<file path="config.mk">
export PLATFORM = sky130hd
export DESIGN_NAME = ring_slot_stage
export DESIGN_NICKNAME = d
export VERILOG_FILES = /design/src/rtl/ring_slot_stage_pkg.sv /design/src/rtl/ring_inj_fifo.sv /design/src/rtl/ring_slot_stage.sv
export SDC_FILE = /design/constraint.sdc
export NUM_CORES = 1
export LEC_CHECK = 0
export BUFFER_PORTS_ARGS = -buffer_cell sky130_fd_sc_hd__buf_2
export CELL_PAD_IN_SITES_DETAIL_PLACEMENT = 0
export CELL_PAD_IN_SITES_GLOBAL_PLACEMENT = 1
export CORE_MARGIN = 2
export CORE_UTILIZATION = 43
export CTS_BUF_LIST = sky130_fd_sc_hd__clkbuf_4 sky130_fd_sc_hd__clkbuf_8 sky130_fd_sc_hd__clkbuf_16
export DETAILED_ROUTE_END_ITERATION = 8
export GPL_ROUTABILITY_DRIVEN = 0
export GPL_TIMING_DRIVEN = 0
export PLACE_DENSITY = 0.73
export SYNTH_ARGS = -nofsm -noshare
export SYNTH_HDL_FRONTEND = slang
export SYNTH_HIERARCHICAL = 1
export SYNTH_SLANG_ARGS = --single-unit
</file>
<file path="constraint.sdc">
create_clock -name clk -period 7.9 [get_ports clk]
set_input_delay 1.185 -clock clk [delete_from_list [all_inputs] [get_ports clk]]
set_output_delay 1.185 -clock clk [all_outputs]
set_load 0.01 [all_outputs]
</file>
<file path="src/rtl/ring_slot_stage_pkg.sv">
// rtl/ring_slot_stage_pkg.sv - flit layout constants and slot action encoding for the ring slot stage
package ring_slot_stage_pkg;

  localparam int FLIT_W       = 128;
  localparam int FLIT_VALID   = 127;
  localparam int FLIT_DST_MSB = 126;
  localparam int FLIT_DST_LSB = 121;
  localparam int DST_W        = FLIT_DST_MSB - FLIT_DST_LSB + 1;

  typedef logic [FLIT_W-1:0] flit_t;

  typedef enum logic [1:0] {
    SLOT_EMPTY  = 2'd0,
    SLOT_PASS   = 2'd1,
    SLOT_INJECT = 2'd2
  } slot_action_e;

  function automatic logic [DST_W-1:0] flit_dst(input flit_t f);
    return f[FLIT_DST_MSB:FLIT_DST_LSB];
  endfunction

endpackage

</file>
<file path="src/rtl/ring_inj_fifo.sv">
// rtl/ring_inj_fifo.sv - local injection FIFO, power-of-2 depth, no write-to-read bypass
module ring_inj_fifo
  import ring_slot_stage_pkg::*;
#(
  parameter int DEPTH = 4
) (
  input  logic  clk,
  input  logic  rst,
  input  logic  push_valid,
  input  flit_t push_data,
  output logic  push_ready,
  input  logic  pop,
  output flit_t head,
  output logic  nonempty
);

  localparam int AW = $clog2(DEPTH);
  localparam int CW = AW + 1;

  flit_t          mem [DEPTH];
  logic [AW-1:0]  wr_ptr;
  logic [AW-1:0]  rd_ptr;
  logic [CW-1:0]  count;
  logic           full;
  logic           do_push;
  logic           do_pop;

  // Ready depends only on registered occupancy, so a same-cycle pop never frees a full FIFO.
  assign full       = (count == CW'(DEPTH));
  assign push_ready = !full && !rst;
  assign nonempty   = (count != '0);
  assign head       = mem[rd_ptr];
  assign do_push    = push_valid && push_ready;
  assign do_pop     = pop && nonempty;

  always_ff @(posedge clk or posedge rst) begin
    if (rst) begin
      wr_ptr <= '0;
      rd_ptr <= '0;
      count  <= '0;
    end else begin
      if (do_push) wr_ptr <= wr_ptr + AW'(1);
      if (do_pop)  rd_ptr <= rd_ptr + AW'(1);
      case ({do_push, do_pop})
        2'b10:   count <= count + CW'(1);
        2'b01:   count <= count - CW'(1);
        default: count <= count;
      endcase
    end
  end

  always_ff @(posedge clk) begin
    if (do_push) mem[wr_ptr] <= push_data;
  end

endmodule

</file>
<file path="src/rtl/ring_slot_stage.sv">
// rtl/ring_slot_stage.sv - ring stop: eject / pass / inject one flit per cycle into a registered slot
// Optional HRING_SLOT_STATS_EN adds saturating deflect and inject counters.
module ring_slot_stage
  import ring_slot_stage_pkg::*;
#(
  parameter int NODE_ID   = 0,
  parameter int INJ_DEPTH = 4
) (
  input  logic         clk,
  input  logic         rst,
`ifdef HRING_SLOT_STATS_EN
  output logic [15:0]  stat_deflect,
  output logic [15:0]  stat_inject,
`endif
  input  logic [127:0] ring_in,
  output logic [127:0] ring_out,
  output logic         eject_valid,
  output logic [127:0] eject_flit,
  input  logic         eject_ready,
  input  logic         inj_valid,
  input  logic [127:0] inj_flit,
  output logic         inj_ready
);

  localparam logic [DST_W-1:0] MY_DST = DST_W'(NODE_ID);

  flit_t        fifo_head;
  logic         fifo_nonempty;
  logic         fifo_pop;
  logic         eject_free;
  logic         in_valid;
  logic         hit;
  logic         capture;
  logic         deflect;
  slot_action_e action;
  flit_t        ring_next;

  ring_inj_fifo #(
    .DEPTH(INJ_DEPTH)
  ) u_inj_fifo (
    .clk        (clk),
    .rst        (rst),
    .push_valid (inj_valid),
    .push_data  (inj_flit),
    .push_ready (inj_ready),
    .pop        (fifo_pop),
    .head       (fifo_head),
    .nonempty   (fifo_nonempty)
  );

  assign eject_free = !eject_valid || eject_ready;
  assign in_valid   = ring_in[FLIT_VALID];
  assign hit        = in_valid && (flit_dst(ring_in) == MY_DST);
  assign capture    = hit && eject_free;
  assign fifo_pop   = (action == SLOT_INJECT);

  // A captured flit frees its slot, so it competes for injection like an empty one.
  always_comb begin
    action    = SLOT_EMPTY;
    ring_next = '0;
    deflect   = 1'b0;
    if (in_valid && !capture) begin
      action    = SLOT_PASS;
      ring_next = ring_in;
      deflect   = hit;
    end else if (fifo_nonempty) begin
      action                = SLOT_INJECT;
      ring_next             = fifo_head;
      ring_next[FLIT_VALID] = 1'b1;
    end
  end

  always_ff @(posedge clk or posedge rst) begin
    if (rst) begin
      ring_out    <= '0;
      eject_valid <= 1'b0;
      eject_flit  <= '0;
    end else begin
      ring_out <= ring_next;
      if (capture) begin
        eject_valid <= 1'b1;
        eject_flit  <= ring_in;
      end else if (eject_ready) begin
        eject_valid <= 1'b0;
      end
    end
  end

`ifdef HRING_SLOT_STATS_EN
  always_ff @(posedge clk or posedge rst) begin
    if (rst) begin
      stat_deflect <= '0;
      stat_inject  <= '0;
    end else begin
      if (deflect && stat_deflect != 16'hFFFF)  stat_deflect <= stat_deflect + 16'd1;
      if (fifo_pop && stat_inject != 16'hFFFF)  stat_inject  <= stat_inject + 16'd1;
    end
  end
`else
  logic unused_deflect;
  assign unused_deflect = deflect;
`endif

endmodule

</file>
==> flow_summary.toml, run 1 <==
[finish]
area_growth_pct = 24.67
nets = 2431
drive_gt1_share_pct = 44.03

[clock_tree]
cts_inserted_buffers = 82
cts_hold_buffers = 0
cts_root_buffer = "clkbuf_16"
htreeDepth = 3
clock_latency_ns = 0.63
cts_max_path_buffers = 3
clk_pin_slew_ns = 0.06
cts_resized = 0
cts_tree = "yes"
post_cts_buffers = 0
clkSinkCount = 772

[critical_path]
crit_buf_inv = 4
arrival_ns = 3.93
crit_chain = "buf_2, or4b_4, nor3_2, clkbuf_1, buf_16, buf_2, o22ai_1"
path_max_fanout = 10
start_kind = "input port"
crit_top_cell = "buf_2"
cp_slowest_cell = "nor3_2"
worstPathRequired_ns = 8.36
crit_path_end_kind = "register"
cp_top_family = "simple AND/OR/NAND/NOR gates"
worstSetupPathType = "in2reg"
crit_path_max_incr_delay_ns = 0.81

[timing]
fin_tns_setup_ns = 0
fmax_mhz = 288.2
tightest_slew_ns = 1.273
setup_viol = 0
drv_slew = 0
fin_crit_sh_pct = 43.93
period_minus_slack_ns = 3.470
slew_headroom_pct = 15.11
rsz0062_at_grt = "no"
skew_ns = 0.02415
hold_viol_final = 0
layout_setup_ws_ns = 4.430

[synthesis]
syn_area_um2 = 28850
synth_warnings = 6
synthCells = 1549
syn_nets = 1815
avgSynthCellArea_um2 = 18.63

[detailed_routing]
drt_drc_violations_left = 0
final_antenna_net_count = 0
drt-pass1-iter-count = 5
vias = 16310
avgViaCountPerCell = 5.243
first_iter_violations = 969
wl_per_cell_um = 23.68
routed_wl_um = 73660

[global_routing]
grt_first_pass_wirelength_um = 110400
use_met2_pct = 35.56
grt_pass1_vias = 17400
use_met1_pct = 28.21
antenna_found_initial = 22
grt_util_met3_pct = 4.546
grt_overflow_total = 0
grt_max_degree = 55
grt_usage_pct = 21.33
busiest_layer = "met2"

[placed_design]
pre_cts_ws_ns = 3.643
hpwl_um = 50860
numPortBuffers = 516

[run_status]
outcome = "complete, no violations"

[die]
die_h_um = 263.0
coreArea_um2 = 66100
die_area_um2 = 69180
num_rows = 94
start_util_pct = 43.65
ios = 518
die_x_um = 263.0

[run]
cap_violations = 0

[power_and_ir_drop]
power_leakage_uw = 0.01481
peakVddDrop_mv = 0.1962
power_density_nw_per_um2 = 338.8

[hold_path]
hold_class = "reg2reg"
-- worst reg2reg max path: cells and delay by family, from the launching register on --
kind                       cells  cell delay (ns)
buffers and inverters          3             0.93
xor gates and xnor gates       2             0.30
DFF                            1             0.44
and+or+nand+nor                3             0.50
AOI/OAI and AO/OA              1             0.22
adders and majority gates      2             0.59
-- layout by cell type, fill, tap and decap left out, types with 7 or more instances in the layout --
cell and count:
inv_1 7, dfrtp_1 264, diode_2 12, buf_6 16, buf_2 546, clkinv_1 9, mux2_2 89, clkbuf_1 49
nand2_1 255, clkbuf_4 17, bufinv_16 13, buf_16 10, mux2_4 33, clkbuf_16 89, edfxtp_1 508, mux4_2 127
o22ai_1 121, clkinv_2 10
-- state kept, by name (all words and copies together) (netlist names) --
signal             count
u_inj_fifo/mem       508
u_inj_fifo/rd_ptr      2
u_inj_fifo/count       3
eject_valid            1
eject_flit           128
ring_out             128
u_inj_fifo/wr_ptr      2
-- path summary, 6_finish.rpt --
check / startpoint / to / slack (ns) / depth (start not counted)
min reg2reg: eject_flit[124]$_DFFE_PP0P_ / eject_flit[124]$_DFFE_PP0P_ / 0.48 / 1
min in group asynchronous: rst / u_inj_fifo/count[0]$_DFFE_PP0P_ / 0.54 / 2
max reg2reg: u_inj_fifo/count[2]$_DFFE_PP0P_ / u_inj_fifo/count[2]$_DFFE_PP0P_ / 4.85 / 11
min: eject_flit[124]$_DFFE_PP0P_ / eject_flit[124]$_DFFE_PP0P_ / 0.48 / 1
max: ring_in[124] / ring_out[85]$_DFF_PP0_ / 4.43 / 7
max in group asynchronous: rst / ring_out[98]$_DFF_PP0_ / 6.26 / 5
-- report_power, final --
group          switching (uW)  leakage (uW)  internal (uW)
Sequential                166       0.00795           4930
Combinational            1590       0.00537           1310
Clock                    1590       0.00149           2600
-- per-layer routing --
metal,routed length (um),share of wire (%)
met5,118,0.16
met4,2006,2.7
met3,4060,5.5
met2,37120,50
met1,30350,41
-- area by class of cell --
cell class,count,area (um2)
inverters,8,33.78
clock buffers,111,2424
plain buffers,98,531.8
repair buffers,532,2978
fillers,5334,30130
flip-flops and latches,772,21860
diodes,12,30.03
clock inverters,43,590.6
well taps,864,1081
multi-input cells,671,6440
-- stage by stage --
step | cell area (um2) | power, uW | hold slack, ns | instances | util, %
floorplan | 28860 | 7049 | 0.5012 | 1549 | -
finish | 35970 | 12190 | 0.4791 | 3111 | 54.42
global placement | 32520 | 8119 | 0.4643 | 2929 | 49.20
global route | 35960 | 12730 | 0.4933 | 3108 | 54.41
CTS | 35940 | 12350 | 0.4817 | 3099 | 54.37
detailed placement | 32930 | 8142 | 0.4655 | 2945 | 49.81
Power figures use the tool's default switching activity.
==> run 2: changes to the inputs <==
--- a/config.mk
+++ b/config.mk
@@ -9,12 +9,12 @@
 export CELL_PAD_IN_SITES_DETAIL_PLACEMENT = 0
 export CELL_PAD_IN_SITES_GLOBAL_PLACEMENT = 1
 export CORE_MARGIN = 2
-export CORE_UTILIZATION = 43
+export CORE_UTILIZATION = 47
 export CTS_BUF_LIST = sky130_fd_sc_hd__clkbuf_4 sky130_fd_sc_hd__clkbuf_8 sky130_fd_sc_hd__clkbuf_16
 export DETAILED_ROUTE_END_ITERATION = 8
 export GPL_ROUTABILITY_DRIVEN = 0
 export GPL_TIMING_DRIVEN = 0
-export PLACE_DENSITY = 0.73
+export PLACE_DENSITY = 0.76
 export SYNTH_ARGS = -nofsm -noshare
 export SYNTH_HDL_FRONTEND = slang
 export SYNTH_HIERARCHICAL = 1
==> constraint.sdc (replaced) <==
create_clock -name clk -period 3.3 [get_ports clk]
set_input_delay 0.495 -clock clk [delete_from_list [all_inputs] [get_ports clk]]
set_output_delay 0.495 -clock clk [all_outputs]
set_load 0.01 [all_outputs]
==> run 2 against run 1 <==
Sequential share of layout area rose by 0.87 points. Clock power rose by 110%. Count of clock-buffer cells in the layout rose by 8. Non-clock buffer count fell by 1. Cell count fell by 2.7%. Global-route usage rose by 1.1 points. Critical path type is now reg2reg.
==> flow_summary.toml, run 2 (synthesized netlist as in run 1, its figures left out) <==
[finish]
largest_reg_flops = 508
mostFrequentLayoutCells = "buf_2 (546), edfxtp_1 (508), dfrtp_1 (264), nand2_1 (255), mux4_2 (127)"
layout_commonest_cell = "buf_2"
largest_register = "u_inj_fifo/mem"
drive_gt1_share_pct = 44.17
final_core_util_pct = 58.64
area_growth_pct = 22.90
nets = 2428
reg_top3 = "u_inj_fifo/mem: 508 flops, eject_flit: 128 flops, ring_out: 128 flops"

[clock_tree]
post_cts_buffers = 0
clkSinkCount = 772
cts_root_buffer = "clkbuf_16"
cts_max_path_buffers = 3
cts_inserted_buffers = 80
htreeDepth = 3
cts_tree = "yes"
clock_latency_ns = 0.61
clk_pin_slew_ns = 0.06

[detailed_routing]
wl_met3_um = 4280
drt_drc_violations_left = 0
top_layer_used = "met5"
routed_wl_um = 70960
drt-pass1-iter-count = 4
drt-met1-wl_um = 29420
final_antenna_net_count = 0
wl_per_cell_um = 23.45
vias = 16140
met2_length_um = 35090
first_iter_violations = 1115
avgViaCountPerCell = 5.335

[critical_path]
start_kind = "register"
arrival_ns = 3.58
crit_path_end_kind = "register"
worstPathRequired_ns = 3.82
cp_slowest_cell = "dfrtp_1"
crit_path_max_incr_delay_ns = 0.44
crit_buf_inv = 3
crit_chain = "or3_1, clkbuf_1, clkbuf_1, nor2b_1, o31a_1, ha_1, inv_1, fa_1, xor2_1, nor2_1, xor2_1"
cp_top_family = "buffers and inverters"
r2r_setup_slack_ns = 0.24
path_max_fanout = 10
worstSetupPathType = "reg2reg"

[hold_path]
hold_class = "in2reg"

[power_and_ir_drop]
power_leakage_uw = 0.01465
power_density_nw_per_um2 = 790.0
power_frac_comb_pct = 24.6
p_sw_uw = 7837
pwr-share-seq_pct = 43.6
sw_frac_of_total_pct = 27.98
clockPowerShare_pct = 31.7
finalPower_uw = 28010
p_int_uw = 20180
peakVddDrop_mv = 0.4093

[die]
num_rows = 90
die_h_um = 251.8
ios = 518
die_x_um = 251.8
coreArea_um2 = 60470
start_util_pct = 47.71
die_area_um2 = 63380

[timing]
tightest_slew_ns = 1.164
fin_crit_sh_pct = 92.67
setup_viol = 0
skew_ns = 0.01669
hold_viol_final = 0
drv_slew = 0
rsz0062_at_grt = "no"
fmax_mhz = 327.0
slew_headroom_pct = 22.43
hold_ws_ns = 0.09224
fin_tns_setup_ns = 0
period_minus_slack_ns = 3.058

[global_routing]
antenna_found_initial = 26
grt_overflow_total = 0
grt_pass1_vias = 16840
grt_first_pass_wirelength_um = 104500
grt_usage_pct = 22.39
grt_max_degree = 52

[placed_design]
numPortBuffers = 516
hpwl_um = 49340

[run_status]
outcome = "complete, no violations"

[run]
cap_violations = 0
==> run 2: routing by layer <==
layer  up-vias  GRT usage [%]
li1       7212              -
met1      8285          29.99
met2       499          36.45
met3       134          4.900
met4        14          8.010
met5         -              0
==> run 2: final cells by class <==
class | instances | area [um2]
Clock inverter | 31 | 266.5
Timing Repair Buffer | 531 | 2918
Multi-Input combinational cell | 671 | 6440
Sequential cell | 772 | 21860
Clock buffer | 119 | 2394
Inverter | 8 | 33.78
Fill cell | 4680 | 25010
Buffer | 98 | 533.0
Tap cell | 782 | 978.4
Antenna cell | 14 | 35.03
==> run 2: power groups by stage <==
stage | logic (uW) | clock network, uW | registers [uW]
floorplan | 4070 | 0 | 12800
global placement | 6840 | 0 | 12400
detailed placement | 7030 | 0 | 12400
CTS | 7060 | 9110 | 12200
global route | 7480 | 9500 | 12300
finish | 6900 | 8890 | 12200
==> run 2: repair_timing <==
| action | 4_1_cts | 5_1_grt |
|---|---|---|
| gates resized for setup | 0 | 0 |
| hold endpoints to repair | 22 | 0 |
| setup endpoints to repair | 0 | 0 |
| hold buffers | 1 | 0 |
==> run 2: per-stage QoR <==
step / setup slack, ns / instance area [um2] / std cells
2_1_floorplan: -0.5806 / 28860 / 1549
3_3_place_gp: -2.184 / 32420 / 2847
3_5_place_dp: -0.1375 / 32750 / 2861
4_1_cts: 0.2306 / 35420 / 3012
5_1_grt: 0.002220 / 35450 / 3021
6_report: 0.2419 / 35460 / 3026
==> run 2: final timing paths <==
| check | start | to | depth (start not counted) |
|---|---|---|---|
| min in group asynchronous | rst | u_inj_fifo/count[2]$_DFFE_PP0P_ | 3 |
| min | inj_flit[10] | u_inj_fifo/mem[3][10]$_DFFE_PP_ | 1 |
| max | u_inj_fifo/count[2]$_DFFE_PP0P_ | u_inj_fifo/count[2]$_DFFE_PP0P_ | 11 |
| min reg2reg | eject_flit[127]$_DFFE_PP0P_ | eject_flit[127]$_DFFE_PP0P_ | 1 |
| max reg2reg | u_inj_fifo/count[2]$_DFFE_PP0P_ | u_inj_fifo/count[2]$_DFFE_PP0P_ | 11 |
| max in group asynchronous | rst | eject_flit[53]$_DFFE_PP0P_ | 5 |
==> run 3: changes to the inputs <==
--- a/config.mk
+++ b/config.mk
@@ -5,11 +5,12 @@
 export SDC_FILE = /design/constraint.sdc
 export NUM_CORES = 1
 export LEC_CHECK = 0
+export ABC_AREA = 1
 export BUFFER_PORTS_ARGS = -buffer_cell sky130_fd_sc_hd__buf_2
 export CELL_PAD_IN_SITES_DETAIL_PLACEMENT = 0
 export CELL_PAD_IN_SITES_GLOBAL_PLACEMENT = 1
 export CORE_MARGIN = 2
-export CORE_UTILIZATION = 47
+export CORE_UTILIZATION = 44
 export CTS_BUF_LIST = sky130_fd_sc_hd__clkbuf_4 sky130_fd_sc_hd__clkbuf_8 sky130_fd_sc_hd__clkbuf_16
 export DETAILED_ROUTE_END_ITERATION = 8
 export GPL_ROUTABILITY_DRIVEN = 0
==> run 3 against run 2 <==
Critical path depth increased by 5. Non-clock buffer count increased by 97. Count of clock-buffer cells in the layout decreased by 7. Fmax increased by 2.1%.
==> flow_summary.toml, run 3 <==
[timing]
fmax_mhz = 334.0
layout_setup_ws_ns = 0.3063
period_minus_slack_ns = 2.994
fin_crit_sh_pct = 90.72
tightest_slew_ns = 1.110
drv_slew = 0
hold_ws_ns = 0.07420
rsz0062_at_grt = "no"
hold_viol_final = 0
slew_headroom_pct = 26.03
skew_ns = 0.01879
setup_viol = 0

[global_routing]
grt_first_pass_wirelength_um = 134400
grt_pass1_vias = 22920
antenna_found_initial = 35
grt_usage_pct = 24.70
grt_overflow_total = 0
grt_max_degree = 44

[critical_path]
cp_slowest_cell = "dfrtp_1"
path_max_fanout = 10
crit_path_max_incr_delay_ns = 0.39
arrival_ns = 3.51
crit_chain = "inv_1, nor2_2, inv_2, nand3_2, buf_2, buf_2, a21oi_2, nand2_1, inv_1, ha_1, inv_1, fa_1, nand2_1, nand3_1, nand2_1, nand2_1"
start_kind = "register"
worstSetupPathType = "reg2reg"
crit_path_end_kind = "register"
worstPathRequired_ns = 3.82
crit_top_cell = "nand2_1"

[placed_design]
placedCellCount = 4279
numPortBuffers = 516
pre_cts_ws_ns = 0.02050
hpwl_um = 62350

[hold_path]
hold_class = "in2reg"

[synthesis]
synthCells = 2804
syn_nets = 3070
syn_area_um2 = 30690
synth_warnings = 6
avgSynthCellArea_um2 = 10.94

[clock_tree]
clkSinkCount = 772
cts_root_buffer = "clkbuf_16"
cts_max_path_buffers = 3
clock_latency_ns = 0.63
cts_inserted_buffers = 82
clk_pin_slew_ns = 0.06
htreeDepth = 3
cts_tree = "yes"

[power_and_ir_drop]
power_density_nw_per_um2 = 820.9
peakVddDrop_mv = 0.4310
power_frac_comb_pct = 29.9
power_leakage_uw = 0.01726
p_int_uw = 20730
clockPowerShare_pct = 30.9
finalPower_uw = 31200
pwr-share-seq_pct = 39.3
p_sw_uw = 10470
sw_frac_of_total_pct = 33.57

[die]
start_util_pct = 44.59
die_h_um = 268.1
num_rows = 96
coreArea_um2 = 68830
ios = 518
die_area_um2 = 71870
die_x_um = 268.1

[run]
cap_violations = 0

[detailed_routing]
vias = 22760
wl_per_cell_um = 20.20
drt_drc_violations_left = 0
drt-pass1-iter-count = 6
final_antenna_net_count = 0
routed_wl_um = 89870
first_iter_violations = 1749
avgViaCountPerCell = 5.116

[finish]
nets = 3699
final_core_util_pct = 55.22
largest_register = "u_inj_fifo/mem"
drive_gt1_share_pct = 23.49
area_growth_pct = 23.86
stdcell_count = 4449
layout_commonest_cell = "nand2_1"
largest_reg_flops = 508
reg_top3 = "u_inj_fifo/mem: 508 flops, eject_flit: 128 flops, ring_out: 128 flops"
mostFrequentLayoutCells = "nand2_1 (648), buf_2 (597), edfxtp_1 (508), nor2_1 (387), dfrtp_1 (264)"

[run_status]
outcome = "complete, no violations"
## run 3: worst max-delay path, delay by kind of cell, from the launching register on
kind                       cells  cell delay [ns]
DFF                            1             0.39
AOI/OAI and AO/OA              1             0.27
adders and majority gates      2             0.54
and+or+nand+nor                7             0.62
buffers and inverters          6             1.06
## run 3: final cells by class
type / instances / area [um2]
fill: 5998 / 30820
buffer: 181 / 979.7
clock inverter: 42 / 452.9
antenna: 15 / 37.54
inverter: 155 / 591.8
multi-input combinational: 1696 / 7312
timing repair buffer: 545 / 3176
sequential: 772 / 21860
tap: 931 / 1165
clock buffer: 112 / 2434
## run 3: worst paths after layout
check / start / end / slack [ns] / depth (start not counted)
hold / removal: inj_flit[55] / u_inj_fifo/mem[0][55]$_DFFE_PP_ / 0.07 / 1
max in group asynchronous: rst / eject_flit[72]$_DFFE_PP0P_ / 1.78 / 6
hold reg to reg: eject_flit[61]$_DFFE_PP0P_ / eject_flit[61]$_DFFE_PP0P_ / 0.47 / 2
setup reg to reg: eject_valid$_DFFE_PP0P_ / u_inj_fifo/count[2]$_DFFE_PP0P_ / 0.31 / 16
setup / recovery: eject_valid$_DFFE_PP0P_ / u_inj_fifo/count[2]$_DFFE_PP0P_ / 0.31 / 16
min in group asynchronous: rst / u_inj_fifo/wr_ptr[0]$_DFFE_PP0P_ / 0.44 / 3
## run 3: routing by layer
metal / wire, um / part of all wire, % / GRT usage (%) / up-vias
li1: - / - / - / 10660
met4: 2168 / 2.4 / 8.123 / 32
met3: 6374 / 7.1 / 5.049 / 151
met5: 209 / 0.23 / 0 / -
met1: 37020 / 41 / 32.34 / 11120
met2: 44090 / 49 / 41.25 / 798
## run 3: power by group through the flow
stage | sequential, uW | combinational, uW | clock [uW]
2_1_floorplan | 12800 | 5290 | 0
3_3_place_gp | 12500 | 9000 | 0
3_5_place_dp | 12400 | 9330 | 0
4_1_cts | 12200 | 9370 | 9810
5_1_grt | 12400 | 10400 | 10200
6_report | 12200 | 9320 | 9640
## run 3: per-stage QoR
stage	setup TNS, ns	instance area (um2)
after floorplan	-149.22	30740
after global placement	-1454.54	34490
after detailed placement	0	35070
after CTS	0	37970
after global routing	0	38000
final	0	38010
## run 3: what timing repair did
action	in CTS	in global routing
setup endpoints to repair	0	2
hold buffers	1	0
setup buffers	0	0
gates resized for setup	0	3
hold endpoints to repair	18	0
